### src/rtl/uart_rx_capture.sv
// rtl/uart_rx_capture.sv - oversampling UART receiver with glitch rejection, error flags and FWFT receive FIFO
//
// Purpose:
//   Resynchronises an asynchronous serial line, frames start/data/[parity]/stop
//   bits at a runtime-selectable bit period and buffers good bytes in a
//   first-word-fall-through FIFO.
//
// Optional feature macro:
//   UART_RX_PARITY_EN  defined   -> parity bit expected after the data bits,
//                                   parity_err_o is live
//                      undefined -> no parity bit, parity_err_o tied 0
//
// Ports:
//   clk           system clock
//   rst_n         asynchronous active-low reset
//   rx_i          serial input, idle high, asynchronous to clk
//   div_i         bit period in clk cycles, 0 selects CLKS_PER_BIT
//   rd_valid_o    FIFO non-empty, rd_data_o valid
//   rd_data_o     head-of-FIFO byte (0 while empty)
//   rd_ready_i    pop when rd_valid_o & rd_ready_i
//   fifo_count_o  number of entries held
//   frame_err_o   1-cycle pulse: stop bit sampled low, byte discarded
//   parity_err_o  1-cycle pulse: parity mismatch, byte discarded
//   overrun_o     1-cycle pulse: good byte dropped because the FIFO was full

module uart_rx_capture #(
  parameter int DATA_BITS    = 8,
  parameter int CLKS_PER_BIT = 236,
  parameter int FIFO_DEPTH   = 16,
  parameter int SYNC_STAGES  = 2,
  parameter int PARITY_ODD   = 0
) (
  input  logic                            clk,
  input  logic                            rst_n,
  input  logic                            rx_i,
  input  logic [15:0]                     div_i,
  output logic                            rd_valid_o,
  output logic [DATA_BITS-1:0]            rd_data_o,
  input  logic                            rd_ready_i,
  output logic [$clog2(FIFO_DEPTH):0]     fifo_count_o,
  output logic                            frame_err_o,
  output logic                            parity_err_o,
  output logic                            overrun_o
);

  localparam int AW = $clog2(FIFO_DEPTH);
  localparam int CW = AW + 1;
  localparam logic [3:0]    LAST_BIT  = 4'(DATA_BITS - 1);
  localparam logic [CW-1:0] FULL_CNT  = CW'(FIFO_DEPTH);
  localparam logic [15:0]   DEF_PER   = 16'(CLKS_PER_BIT);

  generate
    if (DATA_BITS < 5 || DATA_BITS > 9 || FIFO_DEPTH < 2 ||
        (FIFO_DEPTH & (FIFO_DEPTH - 1)) != 0 || SYNC_STAGES < 2 ||
        PARITY_ODD < 0 || PARITY_ODD > 1) begin : g_bad_params
      $error("uart_rx_capture: illegal parameter combination");
    end
  endgenerate

  // ---------------------------------------------------------------------------
  // Input synchroniser and start-edge detect
  // ---------------------------------------------------------------------------
  logic [SYNC_STAGES-1:0] sync_q;
  logic                   rxs;
  logic                   rxs_q;
  logic                   start_edge;

  always_ff @(posedge clk or negedge rst_n) begin
    if (!rst_n) begin
      sync_q <= '1;
      rxs_q  <= 1'b1;
    end else begin
      sync_q <= {sync_q[SYNC_STAGES-2:0], rx_i};
      rxs_q  <= rxs;
    end
  end

  assign rxs = sync_q[SYNC_STAGES-1];
  // Requiring the previous sample to be high means a line held low (break)
  // after a framing error cannot retrigger until it has returned to idle.
  assign start_edge = rxs_q & ~rxs;

  // ---------------------------------------------------------------------------
  // Framing FSM
  // ---------------------------------------------------------------------------
`ifdef UART_RX_PARITY_EN
  typedef enum logic [2:0] {
    S_IDLE   = 3'd0,
    S_START  = 3'd1,
    S_DATA   = 3'd2,
    S_PARITY = 3'd3,
    S_STOP   = 3'd4
  } state_t;
`else
  typedef enum logic [2:0] {
    S_IDLE  = 3'd0,
    S_START = 3'd1,
    S_DATA  = 3'd2,
    S_STOP  = 3'd4
  } state_t;
`endif

  state_t                 state_q, state_d;
  logic [15:0]            cnt_q, cnt_d;
  logic [15:0]            period_q, period_d;
  logic [3:0]             bit_q, bit_d;
  logic [DATA_BITS-1:0]   shift_q, shift_d;
  logic                   ferr_d;
  logic                   push;
  logic                   tick;
  logic [15:0]            p_sel;
`ifdef UART_RX_PARITY_EN
  logic                   par_bad_q, par_bad_d;
  logic                   perr_d;
`endif

  assign tick  = (cnt_q == 16'd0);
  assign p_sel = (div_i != 16'd0) ? div_i : DEF_PER;

  always_comb begin
    state_d  = state_q;
    cnt_d    = tick ? cnt_q : (cnt_q - 16'd1);
    period_d = period_q;
    bit_d    = bit_q;
    shift_d  = shift_q;
    ferr_d   = 1'b0;
    push     = 1'b0;
`ifdef UART_RX_PARITY_EN
    par_bad_d = par_bad_q;
    perr_d    = 1'b0;
`endif

    case (state_q)
      S_IDLE: begin
        if (start_edge) begin
          // Half a period lands the start sample in the middle of the bit.
          period_d = p_sel;
          cnt_d    = {1'b0, p_sel[15:1]} - 16'd1;
          state_d  = S_START;
        end
      end

      S_START: begin
        if (tick) begin
          if (rxs) begin
            // Line already back high: treat as a glitch, silently.
            state_d = S_IDLE;
          end else begin
            cnt_d   = period_q - 16'd1;
            bit_d   = 4'd0;
            state_d = S_DATA;
          end
        end
      end

      S_DATA: begin
        if (tick) begin
          shift_d = {rxs, shift_q[DATA_BITS-1:1]};
          cnt_d   = period_q - 16'd1;
          if (bit_q == LAST_BIT) begin
`ifdef UART_RX_PARITY_EN
            state_d = S_PARITY;
`else
            state_d = S_STOP;
`endif
          end else begin
            bit_d = bit_q + 4'd1;
          end
        end
      end

`ifdef UART_RX_PARITY_EN
      S_PARITY: begin
        if (tick) begin
          // Even: line bit must equal XOR of data; odd: its complement.
          par_bad_d = rxs ^ (^shift_q) ^ PARITY_ODD[0];
          cnt_d     = period_q - 16'd1;
          state_d   = S_STOP;
        end
      end
`endif

      S_STOP: begin
        if (tick) begin
          state_d = S_IDLE;
          if (!rxs) begin
            ferr_d = 1'b1;
`ifdef UART_RX_PARITY_EN
          end else if (par_bad_q) begin
            perr_d = 1'b1;
`endif
          end else begin
            push = 1'b1;
          end
        end
      end

      default: state_d = S_IDLE;
    endcase
  end

  always_ff @(posedge clk or negedge rst_n) begin
    if (!rst_n) begin
      state_q  <= S_IDLE;
      cnt_q    <= 16'd0;
      period_q <= DEF_PER;
      bit_q    <= 4'd0;
      shift_q  <= '0;
`ifdef UART_RX_PARITY_EN
      par_bad_q <= 1'b0;
`endif
    end else begin
      state_q  <= state_d;
      cnt_q    <= cnt_d;
      period_q <= period_d;
      bit_q    <= bit_d;
      shift_q  <= shift_d;
`ifdef UART_RX_PARITY_EN
      par_bad_q <= par_bad_d;
`endif
    end
  end

  // ---------------------------------------------------------------------------
  // Receive FIFO (first-word-fall-through)
  // ---------------------------------------------------------------------------
  logic [DATA_BITS-1:0] mem [FIFO_DEPTH];
  logic [AW-1:0]        wr_ptr_q;
  logic [AW-1:0]        rd_ptr_q;
  logic [CW-1:0]        count_q;
  logic                 empty;
  logic                 full;
  logic                 pop;
  logic                 wr_en;

  assign empty = (count_q == '0);
  assign full  = (count_q == FULL_CNT);
  assign pop   = ~empty & rd_ready_i;
  // A full FIFO still accepts a push when the head leaves in the same cycle.
  assign wr_en = push & (~full | pop);

  always_ff @(posedge clk) begin
    if (wr_en) begin
      mem[wr_ptr_q] <= shift_q;
    end
  end

  always_ff @(posedge clk or negedge rst_n) begin
    if (!rst_n) begin
      wr_ptr_q <= '0;
      rd_ptr_q <= '0;
      count_q  <= '0;
    end else begin
      if (wr_en) begin
        wr_ptr_q <= wr_ptr_q + AW'(1);
      end
      if (pop) begin
        rd_ptr_q <= rd_ptr_q + AW'(1);
      end
      case ({wr_en, pop})
        2'b10:   count_q <= count_q + CW'(1);
        2'b01:   count_q <= count_q - CW'(1);
        default: count_q <= count_q;
      endcase
    end
  end

  // ---------------------------------------------------------------------------
  // Status pulses: all land on the cycle after the stop sample
  // ---------------------------------------------------------------------------
  logic frame_err_q;
  logic overrun_q;

  always_ff @(posedge clk or negedge rst_n) begin
    if (!rst_n) begin
      frame_err_q <= 1'b0;
      overrun_q   <= 1'b0;
    end else begin
      frame_err_q <= ferr_d;
      overrun_q   <= push & full & ~pop;
    end
  end

`ifdef UART_RX_PARITY_EN
  logic parity_err_q;

  always_ff @(posedge clk or negedge rst_n) begin
    if (!rst_n) begin
      parity_err_q <= 1'b0;
    end else begin
      parity_err_q <= perr_d;
    end
  end

  assign parity_err_o = parity_err_q;
`else
  assign parity_err_o = 1'b0;
`endif

  assign rd_valid_o   = ~empty;
  assign rd_data_o    = empty ? '0 : mem[rd_ptr_q];
  assign fifo_count_o = count_q;
  assign frame_err_o  = frame_err_q;
  assign overrun_o    = overrun_q;

endmodule
### config.mk
export PLATFORM = sky130hd
export DESIGN_NAME = uart_rx_capture
export DESIGN_NICKNAME = d
export VERILOG_FILES = /design/src/rtl/uart_rx_capture.sv
export SDC_FILE = /design/constraint.sdc
export NUM_CORES = 1
export LEC_CHECK = 0
export ABC_AREA = 1
export BUFFER_PORTS_ARGS = -buffer_cell sky130_fd_sc_hd__buf_2
export CAP_MARGIN = 25
export CORE_ASPECT_RATIO = 0.7
export CORE_MARGIN = 1
export CORE_UTILIZATION = 60
export CTS_CLUSTER_DIAMETER = 150
export DETAILED_ROUTE_END_ITERATION = 7
export GPL_ROUTABILITY_DRIVEN = 0
export PLACE_DENSITY = 0.89
export SYNTH_ARGS = -nofsm -noshare
export SYNTH_HDL_FRONTEND = slang
export SYNTH_SLANG_ARGS = --single-unit
### constraint.sdc
create_clock -name clk -period 5.5 [get_ports clk]
set_input_delay 0.825 -clock clk [delete_from_list [all_inputs] [get_ports clk]]
set_output_delay 0.825 -clock clk [all_outputs]
set_load 0.01 [all_outputs]
==> results of run 1 <==
## metrics by stage
step / instances / instance area, um2
6_report: 1151 / 10030
5_1_grt: 1151 / 10030
4_1_cts: 1151 / 10030
3_5_place_dp: 1119 / 9442
3_3_place_gp: 1119 / 9442
2_1_floorplan: 916 / 9131
## where the power goes
part / leakage [nW] / internal (mW) / total [mW] / switching, mW
sequential: 1.97 / 1.70 / 1.87 / 0.166
combinational: 1.78 / 0.560 / 1.69 / 1.13
clock: 0.284 / 0.613 / 1.22 / 0.608
total: 4.03 / 2.87 / 4.78 / 1.91
## registers in the layout, indices dropped and copies added (netlist names), 2 cells and up
name,count
fifo_count_o,5
period_q,16
bit_q,4
sync_q,2
state_q,3
mem,128
wr_ptr_q,4
shift_q,8
cnt_q,16
rd_ptr_q,4
## cell families (layout without fill, tap and decap cells)
group | after synthesis | after routing | synth area share, %
AO/OA/AOI/OAI | 178 | 178 | 11.36
XOR/XNOR | 30 | 30 | 2.877
adder cells (fa/ha/maj) | 14 | 14 | 2.001
buffers and inverters | 114 | 154 | 4.988
flip-flops | 193 | 193 | 60.02
multiplexers | 7 | 7 | 0.8633
other | 1 | 1 | 0.04107
AND/OR/NAND/NOR | 379 | 379 | 17.85
## placed cells by master (no fill, tap or decap), drive strengths merged
cell	count
nor2	167
edfxtp	128
nand2	120
o21ai	108
inv	88
nand3	58
dfrtp	57
buf	40
a21oi	24
o221ai	22
xor2	20
clkbuf	18
nand4	14
nor3	14
o22ai	13
ha	13
xnor2	10
dfstp	8
mux2	7
clkinv	7
o21bai	4
o211ai	4
nor4	2
a31oi	2
nand3b	2
or2	1
and2	1
a22oi	1
fa	1
conb	1
clkinvlp	1
## per-layer routing
| metal | share of wire [%] | up-vias |
|---|---|---|
| met5 | 0 | - |
| met4 | 2.0 | 0 |
| met3 | 13 | 43 |
| met2 | 44 | 513 |
| met1 | 40 | 3363 |
| li1 | - | 3210 |
## final timing paths
check / depth (start not counted) / end / start / slack, ps
worst max-delay path: 7 / rd_data_o[7] / rd_ptr_q[0] / 1680
worst min register to register: 0 / sync_q[1] / sync_q[0] / 360
min in group asynchronous: 2 / period_q[8] / rst_n / 540
worst max register to register: 12 / mem[7][4] / cnt_q[0] / 2490
worst min-delay path: 0 / sync_q[1] / sync_q[0] / 360
max in group asynchronous: 2 / rd_ptr_q[0] / rst_n / 4330
## area by class of cell
type	instances	area share, %
Tap cell	195	2.432
Multi-Input combinational cell	609	31.85
Clock buffer	18	4.278
Clock inverter	14	1.609
Inverter	82	3.068
Timing Repair Buffer	40	2.120
Sequential cell	193	54.64
## Yosys cell counts, types with 7 or more instances
cell                       instances  area (um2)
sky130_fd_sc_hd__nor2_1          160       600.6
sky130_fd_sc_hd__edfxtp_1        128        3844
sky130_fd_sc_hd__nand2_1         114       427.9
sky130_fd_sc_hd__o21ai_0         103       515.5
sky130_fd_sc_hd__inv_1            78       292.8
sky130_fd_sc_hd__dfrtp_1          57        1426
sky130_fd_sc_hd__nand3_1          57       285.3
sky130_fd_sc_hd__clkbuf_1         24       90.09
sky130_fd_sc_hd__a21oi_1          22       110.1
sky130_fd_sc_hd__o221ai_1         22       192.7
sky130_fd_sc_hd__xor2_1           20       175.2
sky130_fd_sc_hd__nand4_1          14       87.58
sky130_fd_sc_hd__ha_1             13       162.7
sky130_fd_sc_hd__nor3_1           13       65.06
sky130_fd_sc_hd__o22ai_1          13       81.33
sky130_fd_sc_hd__xnor2_1          10       87.58
sky130_fd_sc_hd__dfstp_2           8       210.2
sky130_fd_sc_hd__mux2_2            7       78.83
## critical path: cells and delay by family, from the launching register on
family / cells / cell delay [ps]
AND/OR/NAND/NOR: 1 / 130
buffers and inverters: 3 / 1270
AO/OA/AOI/OAI: 3 / 740
flip-flops: 1 / 400
==> impl_metrics.prom, run 1 <==
# TYPE chip_impl_metric gauge
chip_impl_info{name="dominantRegCellSynth",value="sky130_fd_sc_hd__edfxtp_1"} 1
chip_impl_metric{name="global_route.overflow_total",unit=""} 0
chip_impl_metric{name="die_width",unit="um"} 149.5
chip_impl_metric{name="p_per_area",unit="nW/um2"} 476.9
chip_impl_metric{name="synthesis.area_per_instance",unit="um2"} 9.969
chip_impl_metric{name="postSynth.asyncResetShare",unit="%"} 33.68
chip_impl_metric{name="netlist-cell-type-count",unit=""} 43
chip_impl_metric{name="drt-wirelength-per-cell",unit="um"} 19.53
chip_impl_metric{name="io_buffers",unit=""} 35
chip_impl_metric{name="syn_to_final_growth",unit="%"} 9.865
chip_impl_metric{name="placed_wire_length_estimate",unit="um"} 15000
chip_impl_metric{name="power.total",unit="mW"} 4.784
chip_impl_metric{name="cts_sinks",unit=""} 193
chip_impl_metric{name="timing.final.crit_period",unit="ps"} 3821
chip_impl_metric{name="cts_setup_buffers",unit=""} 0
chip_impl_metric{name="number_of_global_route_vias_before_repair",unit=""} 6690
chip_impl_metric{name="pre_cts_ws",unit="ps"} 2362
chip_impl_metric{name="worstSkewPairLatency",unit="ps"} 430
chip_impl_metric{name="timing.slew.headroom",unit="%"} 36.41
chip_impl_metric{name="grt_use_met2",unit="%"} 43.62
chip_impl_metric{name="ctsHoldBuffers",unit=""} 0
chip_impl_metric{name="synth_sequential_area_ratio",unit="%"} 60.02
chip_impl_metric{name="antenna_left",unit=""} 0
chip_impl_info{name="tritoncts",value="done"} 1
chip_impl_metric{name="hold_viol",unit=""} 0
chip_impl_metric{name="drv_slew",unit=""} 0
chip_impl_metric{name="first_pass_grt_wire_length",unit="um"} 35680
chip_impl_metric{name="yosys_register_bits",unit=""} 193
chip_impl_metric{name="die_y",unit="um"} 105.2
chip_impl_metric{name="pin_count_of_the_biggest_net_entering_global_routing",unit=""} 67
chip_impl_metric{name="max_slew.worst_pin.slew",unit="ps"} 952.8
chip_impl_info{name="holdCritPathClass",value="reg2reg"} 1
chip_impl_metric{name="final-seq-area",unit="um2"} 5482
chip_impl_info{name="timing.critical_path.to_type",value="output port"} 1
chip_impl_metric{name="ys_warn_count",unit=""} 0
chip_impl_metric{name="starting_drt_drc_count",unit=""} 1084
chip_impl_info{name="outcome",value="complete, no violations"} 1
chip_impl_metric{name="final_layout_size_suffix_gt1_share",unit="%"} 11.40
chip_impl_metric{name="timing.max_cap.violations",unit=""} 0
chip_impl_metric{name="whs",unit="ps"} 362.9
chip_impl_info{name="crit_path_start_kind",value="flip-flop"} 1
chip_impl_metric{name="irDropWorstVdd",unit="uV"} 216.2
chip_impl_metric{name="synth_edf_count",unit=""} 128
chip_impl_metric{name="grtUsageMet1",unit="%"} 44.25
chip_impl_metric{name="worst-endpoint-arrival",unit="ps"} 3000
chip_impl_metric{name="path_max_fanout",unit=""} 36
chip_impl_metric{name="cellLeakagePower",unit="nW"} 4.032
chip_impl_metric{name="final-setup-viol-count",unit=""} 0
chip_impl_metric{name="route.final.wire_length",unit="um"} 22480
chip_impl_metric{name="cts_clk_pin_slew_worst_paths",unit="ps"} 80
chip_impl_metric{name="multi_input_comb_area",unit="um2"} 3196
chip_impl_info{name="timing_worst_setup_path_type",value="reg2out"} 1
chip_impl_metric{name="diodes",unit=""} 0
chip_impl_info{name="clk_root_buf",value="sky130_fd_sc_hd__clkbuf_16"} 1
chip_impl_metric{name="postLayoutCoreUtil",unit="%"} 67.93
chip_impl_metric{name="critical_path_required",unit="ps"} 4680
chip_impl_metric{name="globalRouteMet3Util",unit="%"} 8.788
chip_impl_metric{name="synth.net_count",unit=""} 950
chip_impl_metric{name="num-fill-cells",unit=""} 1019
chip_impl_info{name="timing.critical_path.cells",value="inv_1 -> buf_4 -> o21ai_0 -> o221ai_1 -> nand3_1 -> a21oi_1 -> buf_2"} 1
chip_impl_metric{name="io_pins",unit=""} 37
chip_impl_metric{name="htree_num_levels",unit=""} 4
chip_impl_info{name="busiest_layer",value="met1"} 1
chip_impl_metric{name="clock_path_buffers",unit=""} 2
chip_impl_metric{name="core-area",unit="um2"} 14770
chip_impl_metric{name="fmax",unit="GHz"} 0.2617
chip_impl_metric{name="floorplan.initialDensity",unit="%"} 61.83
chip_impl_metric{name="drt_pass1_iterations",unit=""} 6
chip_impl_info{name="grt_setup_unrepaired",value="false"} 1
chip_impl_info{name="cpMaxStageDelayCell",value="sky130_fd_sc_hd__inv_1"} 1
chip_impl_metric{name="timing.clock.skew",unit="ps"} 15.42
chip_impl_metric{name="post-route-worst-setup-slack",unit="ps"} 1679
chip_impl_metric{name="layout_worst_path_cycle_share",unit="%"} 69.47
chip_impl_metric{name="finalSetupTns",unit="ps"} 0
chip_impl_metric{name="combined_global_route_utilization_of_all_metal_layers",unit="%"} 30.20
chip_impl_metric{name="cpPeakStageDelay",unit="ps"} 650
chip_impl_metric{name="final_net_count",unit=""} 977
chip_impl_metric{name="detail_route.drc_violations",unit=""} 0
chip_impl_metric{name="cts-buffers-inserted",unit=""} 17
chip_impl_metric{name="via_count",unit=""} 7129
chip_impl_metric{name="floorplan.die_area",unit="um2"} 15720
chip_impl_metric{name="cts_repair_resize_count",unit=""} 0
chip_impl_metric{name="post_dr_vias_cell",unit=""} 6.194
chip_impl_metric{name="antenna_found_initial",unit=""} 0
chip_impl_metric{name="rows",unit=""} 37
chip_impl_metric{name="synth_area",unit="um2"} 9131
chip_impl_metric{name="post_synth_inst_count",unit=""} 916
Power figures use the tool's default switching activity.
==> run 2: changes to the inputs <==
CORE_UTILIZATION = 56   (was 60)
PLACE_DENSITY = 0.87   (was 0.89)
clock period = 3.3 ns   (was 5.5 ns; I/O delays follow)
==> run 2 against run 1 <==
- non-clock buffer count increased by 7
- critical path depth increased by 2
- register-to-register slack got worse by 2000 ps
- flip-flop and latch count unchanged
- largest power group unchanged
- total power increased by 70%
- wire length decreased by 1.1%
==> impl_metrics.prom, run 2 (synthesis gave the netlist of run 1 again) <==
# TYPE chip_impl_metric gauge
chip_impl_metric{name="rows",unit=""} 38
chip_impl_metric{name="post_dr_vias_cell",unit=""} 6.089
chip_impl_metric{name="worst-endpoint-arrival",unit="ps"} 2570
chip_impl_info{name="crit_path_start_kind",value="flip-flop"} 1
chip_impl_metric{name="globalRouteMet3Util",unit="%"} 7.512
chip_impl_metric{name="number_of_global_route_vias_before_repair",unit=""} 6658
chip_impl_metric{name="ctsHoldBuffers",unit=""} 0
chip_impl_metric{name="die_y",unit="um"} 108.8
chip_impl_metric{name="cts_setup_buffers",unit=""} 0
chip_impl_metric{name="combined_global_route_utilization_of_all_metal_layers",unit="%"} 27.76
chip_impl_metric{name="grtUsageMet1",unit="%"} 40.84
chip_impl_metric{name="antenna_found_initial",unit=""} 0
chip_impl_info{name="holdCritPathClass",value="in2async"} 1
chip_impl_metric{name="path_max_fanout",unit=""} 65
chip_impl_metric{name="final_net_count",unit=""} 984
chip_impl_metric{name="cts_sinks",unit=""} 193
chip_impl_metric{name="worstPathBufferInverterCount",unit=""} 3
chip_impl_metric{name="placement.cell_area",unit="um2"} 9513
chip_impl_metric{name="combPwrFrac",unit="%"} 35.2
chip_impl_metric{name="detail_route.drc_violations",unit=""} 0
chip_impl_metric{name="power_switching",unit="mW"} 3.036
chip_impl_metric{name="die_width",unit="um"} 154.6
chip_impl_metric{name="fmax",unit="GHz"} 0.3258
chip_impl_info{name="tritoncts",value="done"} 1
chip_impl_info{name="clk_root_buf",value="sky130_fd_sc_hd__clkbuf_16"} 1
chip_impl_metric{name="route.final.wire_length",unit="um"} 22230
chip_impl_metric{name="finalInstanceArea",unit="um2"} 10110
chip_impl_info{name="cpMaxStageDelayCell",value="sky130_fd_sc_hd__dfrtp_2"} 1
chip_impl_info{name="timing.critical_path.cells",value="inv_1 -> buf_12 -> o21ai_0 -> o22ai_1 -> nor2_1 -> nor2_1 -> o21ai_0 -> a21oi_1 -> buf_2"} 1
chip_impl_metric{name="power.total",unit="mW"} 8.119
chip_impl_metric{name="floorplan.initialDensity",unit="%"} 58.20
chip_impl_metric{name="io_buffers",unit=""} 35
chip_impl_metric{name="cellLeakagePower",unit="nW"} 4.078
chip_impl_info{name="top_regs",value="mem x128, cnt_q x16, period_q x16"} 1
chip_impl_metric{name="drt_pass1_iterations",unit=""} 7
chip_impl_metric{name="power.sequential.fraction",unit="%"} 38.8
chip_impl_metric{name="starting_drt_drc_count",unit=""} 1069
chip_impl_metric{name="syn_to_final_growth",unit="%"} 10.76
chip_impl_info{name="timing.critical_path.to_type",value="output port"} 1
chip_impl_metric{name="clock_path_buffers",unit=""} 2
chip_impl_info{name="leading_cell_type_in_the_layout_fill_and_taps_excluded",value="sky130_fd_sc_hd__nor2_1"} 1
chip_impl_info{name="layout.cells.most_common_list",value="sky130_fd_sc_hd__nor2_1 (160), sky130_fd_sc_hd__edfxtp_1 (128), sky130_fd_sc_hd__nand2_1 (114)"} 1
chip_impl_metric{name="pin_count_of_the_biggest_net_entering_global_routing",unit=""} 66
chip_impl_info{name="timing_worst_setup_path_type",value="reg2out"} 1
chip_impl_info{name="grt_setup_unrepaired",value="false"} 1
chip_impl_metric{name="layout_worst_path_cycle_share",unit="%"} 93.00
chip_impl_metric{name="irDropWorstVdd",unit="uV"} 469.9
chip_impl_metric{name="diodes",unit=""} 0
chip_impl_metric{name="cts_repair_resize_count",unit=""} 0
chip_impl_metric{name="placed_wire_length_estimate",unit="um"} 15070
chip_impl_info{name="max_flop_register",value="mem"} 1
chip_impl_metric{name="io_pins",unit=""} 37
chip_impl_metric{name="cpPeakStageDelay",unit="ps"} 570
chip_impl_metric{name="timing.max_cap.violations",unit=""} 0
chip_impl_metric{name="first_pass_grt_wire_length",unit="um"} 35010
chip_impl_metric{name="worstSkewPairLatency",unit="ps"} 440
chip_impl_metric{name="hold_viol",unit=""} 0
chip_impl_metric{name="drv_slew",unit=""} 0
chip_impl_info{name="critPathTopFamily",value="compound AO/OA/AOI/OAI gates"} 1
chip_impl_metric{name="power_report.internal_total",unit="mW"} 5.083
chip_impl_metric{name="via_count",unit=""} 7082
chip_impl_metric{name="global_route.overflow_total",unit=""} 0
chip_impl_metric{name="final-setup-viol-count",unit=""} 0
chip_impl_metric{name="htree_num_levels",unit=""} 4
chip_impl_metric{name="core-area",unit="um2"} 15690
chip_impl_metric{name="clkPwrFrac",unit="%"} 25.9
chip_impl_metric{name="cts-buffers-inserted",unit=""} 17
chip_impl_metric{name="num-fill-cells",unit=""} 1111
chip_impl_metric{name="grt_use_met2",unit="%"} 40.27
chip_impl_metric{name="largest_register_ff_count",unit=""} 128
chip_impl_metric{name="timing.slew.headroom",unit="%"} 45.88
chip_impl_info{name="outcome",value="complete, no violations"} 1
chip_impl_metric{name="antenna_left",unit=""} 0
chip_impl_info{name="busiest_layer",value="met1"} 1
chip_impl_metric{name="drt-wirelength-per-cell",unit="um"} 19.12
chip_impl_metric{name="finalSetupTns",unit="ps"} 0
chip_impl_metric{name="critical_path_required",unit="ps"} 2800
chip_impl_metric{name="timing.final.crit_period",unit="ps"} 3069
chip_impl_metric{name="p_per_area",unit="nW/um2"} 802.8
chip_impl_metric{name="timing.clock.skew",unit="ps"} 12.45
chip_impl_metric{name="floorplan.die_area",unit="um2"} 16830
chip_impl_metric{name="switching_share",unit="%"} 37.39
chip_impl_metric{name="postLayoutCoreUtil",unit="%"} 64.46
chip_impl_metric{name="cts_clk_pin_slew_worst_paths",unit="ps"} 70
chip_impl_metric{name="max_slew.worst_pin.slew",unit="ps"} 811.8
chip_impl_metric{name="final_layout_size_suffix_gt1_share",unit="%"} 11.63
[run 2: changes by cell type in the layout (fill, tap and decap cells not counted), sizes merged]
cell,before,now
buf,40,47
bufinv,0,4
clkbuf,18,19
clkinv,7,9
inv,88,81
[run 2: final timing paths]
path | slack (ps) | startpoint | cells past startpoint | endpoint
worst max-delay path | 230 | rd_ptr_q[0] | 9 | rd_data_o[0]
worst min-delay path | 150 | rst_n | 1 | state_q[0]
worst max register to register | 460 | cnt_q[0] | 20 | fifo_count_o[4]
worst min register to register | 360 | sync_q[0] | 0 | sync_q[1]
max in group asynchronous | 2350 | rst_n | 2 | period_q[7]
min in group clk | 150 | rx_i | 1 | sync_q[0]
[run 2: power groups by stage]
| stage | logic (mW) | clock network [mW] | registers (mW) |
|---|---|---|---|
| after floorplan | 2.00 | 0 | 3.08 |
| after global placement | 2.67 | 0 | 3.17 |
| after detailed placement | 2.75 | 0 | 3.18 |
| after CTS | 2.80 | 2.10 | 3.14 |
| after global routing | 3.17 | 2.20 | 3.18 |
| final | 2.86 | 2.11 | 3.15 |
[run 2: final cells by class]
class / instances / area, um2 / share of cell area, %
clock inverter: 13 / 167.7 / 1.658
sequential: 193 / 5482 / 54.20
tap: 200 / 250.2 / 2.474
multi-input combinational: 609 / 3196 / 31.60
clock buffer: 19 / 432.9 / 4.281
inverter: 82 / 307.8 / 3.043
timing repair buffer: 47 / 277.8 / 2.747
[run 2: stage by stage]
step / hold WS [ps] / instances / setup slack (ps)
finish: 150.3 / 1163 / 231.1
global route: 146.7 / 1163 / 60.50
CTS: 146.6 / 1163 / 336.2
detailed placement: 350.0 / 1131 / 506.5
global placement: 347.9 / 1131 / 634.6
floorplan: 199.4 / 916 / 1013
[run 2: metal layers]
metal / part of all wire, % / vias to the layer above
li1: - / 3233
met1: 42 / 3312
met2: 43 / 490
met3: 13 / 47
met4: 1.9 / 0
met5: 0 / -
